### src/rtl/term_arb_pkg.sv
// Shared types, constants and a reference round-robin pick helper for the
// terminal injection arbiter.
package term_arb_pkg;

    typedef enum logic {
        EMPTY = 1'b0,
        FULL  = 1'b1
    } arb_state_t;

    localparam int PCKG_SZ = 40;
    localparam logic [PCKG_SZ-19:0] BCAST = {PCKG_SZ-18{1'b1}};

    localparam int RR_MAX_N = 32;

    typedef struct packed {
        logic       valid;
        logic [4:0] idx;
    } rr_pick_t;

    // Scans last+1, last+2, ... modulo n; walking downwards lets the nearest hit win.
    function automatic rr_pick_t rr_pick(input logic [RR_MAX_N-1:0] req,
                                         input int unsigned        last,
                                         input int unsigned        n);
        rr_pick_t    res;
        int unsigned idx;
        res = '0;
        if (n != 0) begin
            for (int k = RR_MAX_N; k >= 1; k--) begin
                if (k <= int'(n)) begin
                    idx = (last + k) % n;
                    if (req[idx]) begin
                        res.valid = 1'b1;
                        res.idx   = idx[4:0];
                    end
                end
            end
        end
        return res;
    endfunction

endpackage

### src/rtl/rr_prio_sel.sv
// Combinational round-robin selector: rotate the request vector so the slot
// after 'last' is bit 0, priority-encode, then map the offset back to an index.
module rr_prio_sel #(
    parameter int N     = 4,
    parameter int IDX_W = $clog2(N)
) (
    input  logic [N-1:0]     req,
    input  logic [IDX_W-1:0] last,
    output logic             valid,
    output logic [IDX_W-1:0] winner,
    output logic [N-1:0]     onehot
);

    logic [IDX_W:0]   start;
    logic [IDX_W:0]   offs;
    logic [IDX_W:0]   sum;
    logic [2*N-1:0]   dbl;
    logic [N-1:0]     rot;

    // start may equal N (last == N-1); shifting the doubled vector by N yields req itself.
    always_comb begin
        start  = {1'b0, last} + 1'b1;
        dbl    = {req, req} >> start;
        rot    = dbl[N-1:0];
        offs   = '0;
        valid  = 1'b0;
        for (int i = N - 1; i >= 0; i--) begin
            if (rot[i]) begin
                offs  = (IDX_W+1)'(i);
                valid = 1'b1;
            end
        end
        sum = start + offs;
        if (sum >= (IDX_W+1)'(N)) begin
            sum = sum - (IDX_W+1)'(N);
        end
        winner = sum[IDX_W-1:0];
        onehot = valid ? (N'(1) << winner) : '0;
    end

endmodule

### src/rtl/term_rr_arbiter.sv
// Round-robin arbiter feeding one mesh terminal from N requester FIFOs through a
// one-entry output register. Optional watchdog enabled by defining ARB_WDT_EN.
module term_rr_arbiter
    import term_arb_pkg::*;
#(
    parameter int N       = 4,
    parameter int pckg_sz = PCKG_SZ,
    parameter int TIMEOUT = 64
) (
    input  logic                   clk,
    input  logic                   reset,
    input  logic [N-1:0]           pndng_in,
    input  logic [N*pckg_sz-1:0]   data_in,
    output logic [N-1:0]           pop,
    output logic [pckg_sz-1:0]     data_out,
    output logic                   pndng,
    input  logic                   popin,
    output logic [$clog2(N)-1:0]   grant_id,
    output logic                   err
);

    localparam int IDX_W = $clog2(N);

    arb_state_t          state_q, state_d;
    logic [pckg_sz-1:0]  data_q, data_d;
    logic [IDX_W-1:0]    grant_q, grant_d;
    logic [IDX_W-1:0]    last_q, last_d;

    logic                canLoad;
    logic                load;
    logic                pickValid;
    logic [IDX_W-1:0]    winner;
    logic [N-1:0]        winnerOneHot;
    logic [pckg_sz-1:0]  winnerData;

    rr_prio_sel #(
        .N     (N),
        .IDX_W (IDX_W)
    ) u_sel (
        .req    (pndng_in),
        .last   (last_q),
        .valid  (pickValid),
        .winner (winner),
        .onehot (winnerOneHot)
    );

    assign canLoad = (state_q == EMPTY) | ((state_q == FULL) & popin);
    assign load    = canLoad & pickValid;
    assign pop     = load ? winnerOneHot : '0;

    always_comb begin
        winnerData = '0;
        for (int i = 0; i < N; i++) begin
            if (winner == IDX_W'(i)) begin
                winnerData = data_in[i*pckg_sz +: pckg_sz];
            end
        end
    end

    // A pop and a drain can coincide; the reload takes precedence and keeps pndng high.
    always_comb begin
        state_d = state_q;
        data_d  = data_q;
        grant_d = grant_q;
        last_d  = last_q;
        if (load) begin
            state_d = FULL;
            data_d  = winnerData;
            grant_d = winner;
            last_d  = winner;
        end else if ((state_q == FULL) && popin) begin
            state_d = EMPTY;
        end
    end

    always_ff @(posedge clk or negedge reset) begin
        if (!reset) begin
            state_q <= EMPTY;
            data_q  <= '0;
            grant_q <= '0;
            last_q  <= IDX_W'(N - 1);
        end else begin
            state_q <= state_d;
            data_q  <= data_d;
            grant_q <= grant_d;
            last_q  <= last_d;
        end
    end

    assign data_out = data_q;
    assign pndng    = (state_q == FULL);
    assign grant_id = grant_q;

`ifdef ARB_WDT_EN
    localparam int WDT_W = $clog2(TIMEOUT + 1);

    logic [WDT_W-1:0] wdt_q;
    logic             err_q;

    // Counter saturates at TIMEOUT; the held packet is never dropped on expiry.
    always_ff @(posedge clk or negedge reset) begin
        if (!reset) begin
            wdt_q <= '0;
            err_q <= 1'b0;
        end else if (load) begin
            wdt_q <= '0;
        end else if ((state_q == FULL) && !popin && (wdt_q != WDT_W'(TIMEOUT))) begin
            wdt_q <= wdt_q + 1'b1;
            if (wdt_q + 1'b1 == WDT_W'(TIMEOUT)) begin
                err_q <= 1'b1;
            end
        end
    end

    assign err = err_q;
`else
    assign err = 1'b0;
`endif

endmodule

### config.mk
export PLATFORM = sky130hd
export DESIGN_NAME = term_rr_arbiter
export DESIGN_NICKNAME = d
export VERILOG_FILES = /design/src/rtl/term_arb_pkg.sv /design/src/rtl/rr_prio_sel.sv /design/src/rtl/term_rr_arbiter.sv
export SDC_FILE = /design/constraint.sdc
export NUM_CORES = 1
export LEC_CHECK = 0
export BUFFER_PORTS_ARGS = -buffer_cell sky130_fd_sc_hd__buf_2
export CELL_PAD_IN_SITES_DETAIL_PLACEMENT = 1
export CELL_PAD_IN_SITES_GLOBAL_PLACEMENT = 2
export CORE_ASPECT_RATIO = 0.8
export CORE_MARGIN = 3
export CORE_UTILIZATION = 24
export CTS_CLUSTER_DIAMETER = 50
export DETAILED_ROUTE_END_ITERATION = 10
export PLACE_DENSITY_LB_ADDON = 0.3
export SYNTH_ARGS = -nofsm -noshare
export SYNTH_HDL_FRONTEND = slang
export SYNTH_SLANG_ARGS = --single-unit
### constraint.sdc
create_clock -name clk -period 5.8 [get_ports clk]
set_clock_uncertainty 0.2 [all_clocks]
set_input_delay 0.58 -clock clk [delete_from_list [all_inputs] [get_ports clk]]
set_output_delay 0.58 -clock clk [all_outputs]
set_load 0.1 [all_outputs]
==> Word level (Yosys, flattened, before mapping) <==
Index checks and enable logic that the tools add are counted.
Widths: inputs -> output; s select.
{ "word_totals": {"ff_bits": 45, "inputBits": 167, "output_inout_bits": 48, "wordCells": 37} }
{ "classes": {"add_sub_neg": 3, "order_cmp": 1, "eq_ne": 3, "shift": 2, "muxes": 17, "bitwise_logic": 4, "n_reduce_logical": 3} }
{ "ops": {"columns": ["operator", "n"], "rows": [
  ["$mux 40", 4],
  ["$mux 2", 5],
  ["$mux 4", 2],
  ["$shr 8x3->4", 1],
  ["$mux 1", 6],
  ["$eq 2x2->1 const B", 2],
  ["$shl 1x2->4 const A", 1],
  ["$add 2x1->3 const B", 1],
  ["$add 3x2->3", 1],
  ["$ge 3x3->1 const B", 1],
  ["$and 1x1->1", 2],
  ["$eq 2x1->1 const B", 1],
  ["$logic_not 2->1", 1],
  ["$reduce_bool 2->1", 1],
  ["$sub 2x1->2 const B", 1],
  ["$logic_and 1x1->1", 1],
  ["$not 1->1", 1],
  ["$or 1x1->1", 1]
]} }

==> Depth between registers and ports, before layout <==
{ "logic_depth": {"ltp_word": 14, "mapped_depth": 13, "ltp_nobuf": 11} }

==> By module <==
Synthesis repeated with hierarchy kept, for this count alone.
{ "hier_totals": {"cells_unflattened": 204, "area_unflattened_um2": 3021.6} }
{ "by_module_without_submodules": {"columns": ["module", "n_inst", "cells_each", "area_each_um2", "seq_area_each_um2"], "rows": [
  ["term_rr_arbiter", 1, 159, 2728.9, 1128.6],
  ["rr_prio_sel", 1, 45, 292.8, 0.0]
]} }

==> Least setup slack after synthesis <==
Ideal clock, no wire load.
{ "synth_timing": {"path_kind": "input to output", "from": "in pndng_in[1]", "to": "out pop[1]", "t_arrival_ns": 3.818, "t_required_ns": 5.020, "slack_ns": 1.202, "path_stages": 8, "n_path_buf": 1, "path_cell_list": "inv_1 > o21ai_0 > a21boi_0 > o22ai_1 > o21ai_0 > ha_1 > clkbuf_1 > nor3b_1"} }
{ "synth_via": {"elab_chain_len": 11, "word_cells_on_any_way": 17, "cone_classes": "add/sub: 2; order compare: 1; shift: 2; mux: 11; bitwise: 1"} }
{ "synth_rtl": {"columns": ["element", "line_no", "text"], "rows": [
  ["from (decl)", "term_rr_arbiter.sv:12", "input logic [N-1:0] pndng_in,"],
  ["$shr 8x3->4 *", "rr_prio_sel.sv:23", "dbl = {req, req} >> start;"],
  ["$mux 2 (4 in a row)", "rr_prio_sel.sv:28", "if (rot[i]) begin"],
  ["$add 3x2->3", "rr_prio_sel.sv:33", "sum = start + offs;"],
  ["$ge 3x3->1 / $sub 2x1->2 (equally long branches)", "rr_prio_sel.sv:34, rr_prio_sel.sv:35", null],
  ["$mux 2", "rr_prio_sel.sv:34", "if (sum >= (IDX_W+1)'(N)) begin"],
  ["$shl 1x2->4", "rr_prio_sel.sv:38", "onehot = valid ? (N'(1) << winner) : '0;"],
  ["$mux 4", "rr_prio_sel.sv:38", null],
  ["$mux 4 *", "term_rr_arbiter.sv:49", "assign pop = load ? winnerOneHot : '0;"],
  ["to (decl)", "term_rr_arbiter.sv:14", "output logic [N-1:0] pop,"]
]} }
Every way passes the cells marked *; elsewhere a longest branch is shown, timed or not.

==> Final worst setup path <==
{ "layout_timing": {"from": "in pndng_in[1]", "to": "reg data_q[29], in the netlist data_out[29]"} }
{ "layout_via": {"elab_chain_len": 13, "word_cells_on_any_way": 22, "cone_classes": "add/sub: 2; order compare: 1; eq/ne: 3; shift: 1; mux: 13; bitwise: 1; reduce/logical: 1"} }
{ "layout_rtl": {"columns": ["element", "line_no", "text"], "rows": [
  ["$shr 8x3->4 *", "rr_prio_sel.sv:23", null],
  ["$mux 2 (4 in a row)", "rr_prio_sel.sv:28", null],
  ["$add 3x2->3", "rr_prio_sel.sv:33", null],
  ["$ge 3x3->1 / $sub 2x1->2 (equally long branches)", "rr_prio_sel.sv:34, rr_prio_sel.sv:35", null],
  ["$mux 2", "rr_prio_sel.sv:34", null],
  ["$logic_not 2->1", "term_rr_arbiter.sv:54", "if (winner == IDX_W'(i)) begin"],
  ["$mux 40 (4 in a row)", "term_rr_arbiter.sv:54", null],
  ["to (signal assigned)", "term_rr_arbiter.sv:84", "data_q <= data_d;"],
  ["to (decl)", "term_rr_arbiter.sv:25", "logic [pckg_sz-1:0] data_q, data_d;"]
]} }
Marks and branches as above.
A chain may end at the register's enable or synchronous reset.

==> qor.yml <==
status: "finished, final reports clean"
ys_ff_latch: 45
synth.top_cell.area_share_pct: 28.1
rrSetupSlack_ns: 1.82
route.met3.wl_um: 1170
critPathKind: "in2reg"
top_layer_used: "met4"
min_to: "grant_id[1]"
fp.dieH_um: 119
setup_viol: 0
synth_compound_area_share_pct: 29.6
grt_usage_pct: 18.5
drc: 0
synth_top_family_by_area: "simple AND/OR/NAND/NOR gates"
worstSetupStartpointType: "input pin"
clk_latency_ns: 0.29
r2r_end: "data_out[29]"
grt_pass1_vias: 4964
wl_per_cell_um: 17.7
placedInstanceArea_um2: 5020
yosys.area_share.adder_pct: 0.327
dpl.hpwl_um: 11700
r2r-start: "last_q[1]"
port_buffers: 213
finalCritPeriodShare_pct: 70.0
synth_xor_area_share_pct: 0.229
path_cells: "buf_2, inv_1, o21ai_0, a21boi_0, o22ai_1, o21ai_0, ha_2, nand2b_2, mux2i_4, buf_4, a21oi_1"
grt_first_pass_wirelength_um: 26100
cp.required_ns: 5.77
syn_to_final_growth_pct: 35.3
crit_path_end_kind: "flip-flop"
ant_nets: 0
cts_hold_buf: 0
rsz0062_at_grt: "false"
layout.nets: 882
cts_tree: "yes"
crit_arrival_ns: 4.03
clockBufferDepth: 2
core_um2: 15300
tightest_slew_ns: 1.20
rows: 40
cts-root-buf: "clkbuf_16"
slew_violations: 0
syn_area_per_cell_um2: 7.07
boundaryPins: 215
fill_cells: 2018
synthCells: 542
fin_area_um2: 5180
ys_types: 31
finalWirelength_um: 16400
final_common_cell: "buf_2"
ys_seq_area_share_pct: 29.5
syn_nets: 710
vias: 4577
die-width_um: 147
hp-class: "reg2reg"
gr-total-overflow: 0
cp_max_fo: 41
clock-sinks: 45
setup_tns_ns: 0
antenna_found_initial: 0
synthMuxAreaShare_pct: 0.359
gp_congestion: 0.817
initial_core_util_pct: 25.0
hold_viol: 0
dr_wl_met2_um: 7530
first_pass_iters: 4
post-cts-setup-buffers: 0
path_clk_slew_ns: 0.06
final.min_clock_period_ns: 4.06
via_per_inst: 4.94
grt_start_max_net_pins: 88
initialDrtViolationCount: 143
drt-met1-wl_um: 7580
die_area_um2: 17500
yosys_warnings: 0
critical-path-top-cell-by-count: "o21ai_0"
final_cell_mix: "buf_2 (213), nor2_1 (121), nor2b_1 (81)"
cts_resized: 0
synth_largest_area_cell: "dfrtp_1"
fmax_mhz: 246
synth-simple-area-share_pct: 33.7
drive_gt1_share_pct: 33.3
max_slew_margin_pct: 20.0
crit_path_max_incr_delay_ns: 0.94
synth_area_um2: 3830
synthTopCellsByArea: "dfrtp_1 (28%), nor2b_1 (13%), nor2_1 (12%), o211ai_1 (7.8%), o22ai_1 (6.7%)"
r2r.worst_path.cells: 8
slowest_stage: "mux2i_4"
htree_levels: 2
hold_depth: 2
maxCapViolCount: 0
cts_buffers: 5
hold_start: "grant_id[1]"
-- cell usage after synthesis --
library cell,n
a21bo_2,1
o211ai_1,40
nand2b_1,4
or2_2,1
a21oi_1,42
mux2i_2,1
clkbuf_1,42
dfrtp_1,43
nor2_1,121
buf_2,6
nor2b_1,81
inv_1,3
o22ai_1,41
a32o_1,1
buf_4,5
xnor2_1,1
nand2_1,7
a32oi_2,1
ha_1,1
a31oi_1,40
nor4_1,1
nor3b_1,1
and2_1,40
a21o_1,1
conb_1,1
a21boi_1,1
nor3_1,2
o21ai_0,7
dfstp_2,2
o221ai_1,1
a21boi_0,3
-- registers in the layout, indices dropped and copies added (netlist names) --
register / cells
data_out: 40
grant_id: 2
last_q: 2
pndng: 1
-- worst max path at each step --
stage | to | start | slack [ns]
floorplan | pop[1] | pndng_in[1] | 1.20
CTS | data_out[29] | pndng_in[1] | 1.66
detailed placement | data_out[29] | pndng_in[1] | 1.34
global placement | data_out[29] | pndng_in[1] | 1.56
global route | data_out[29] | pndng_in[1] | 1.40
finish | data_out[29] | pndng_in[1] | 1.74
-- metrics by stage --
step                setup WS (ns)  hold WS [ns]  instances  utilization (%)
floorplan                    1.20        0.0844        542                -
global route                 1.40         0.317        925             33.8
finish                       1.74         0.280        926             33.8
global placement             1.56         0.262        917             32.8
CTS                          1.66         0.283        925             33.8
detailed placement           1.34         0.268        917             32.8
-- cell families (layout without fill, tap and decap cells) --
kind of cell | count (synthesis) | after routing
and+or+nand+nor | 258 | 258
xor gates and xnor gates | 1 | 1
other | 1 | 2
buffers and inverters | 56 | 229
adders and majority gates | 1 | 1
DFF | 45 | 45
AOI/OAI and AO/OA | 179 | 179
muxes | 1 | 1
-- routing by layer --
| metal | vias to the layer above | track usage, % |
|---|---|---|
| li1 | 2232 | - |
| met1 | 2168 | 24.9 |
| met2 | 167 | 30.9 |
| met3 | 10 | 4.03 |
| met4 | 0 | 3.32 |
| met5 | - | 0 |
-- area by class of cell --
| cell class | instances | area (um^2) | share of cell area [%] |
|---|---|---|---|
| Clock buffer | 7 | 153 | 2.95 |
| Clock inverter | 1 | 5.00 | 0.0966 |
| Antenna cell | 1 | 2.50 | 0.0483 |
| Inverter | 3 | 11.3 | 0.217 |
| Tap cell | 210 | 263 | 5.07 |
| Timing Repair Buffer | 218 | 1100 | 21.3 |
| Sequential cell | 45 | 1130 | 21.8 |
| Multi-Input combinational cell | 441 | 2520 | 48.6 |
-- worst max-delay path: cells and delay by family --
family / cells / cell delay [ns]
AND/OR/NAND/NOR: 1 / 0.64
buffers and inverters: 3 / 0.56
AO/OA/AOI/OAI: 5 / 0.91
adder cells (fa/ha/maj): 1 / 0.38
multiplexers: 1 / 0.94
Power is not shown: default switching activity piles up to over one toggle a cycle in this logic, so the estimate is an artifact.
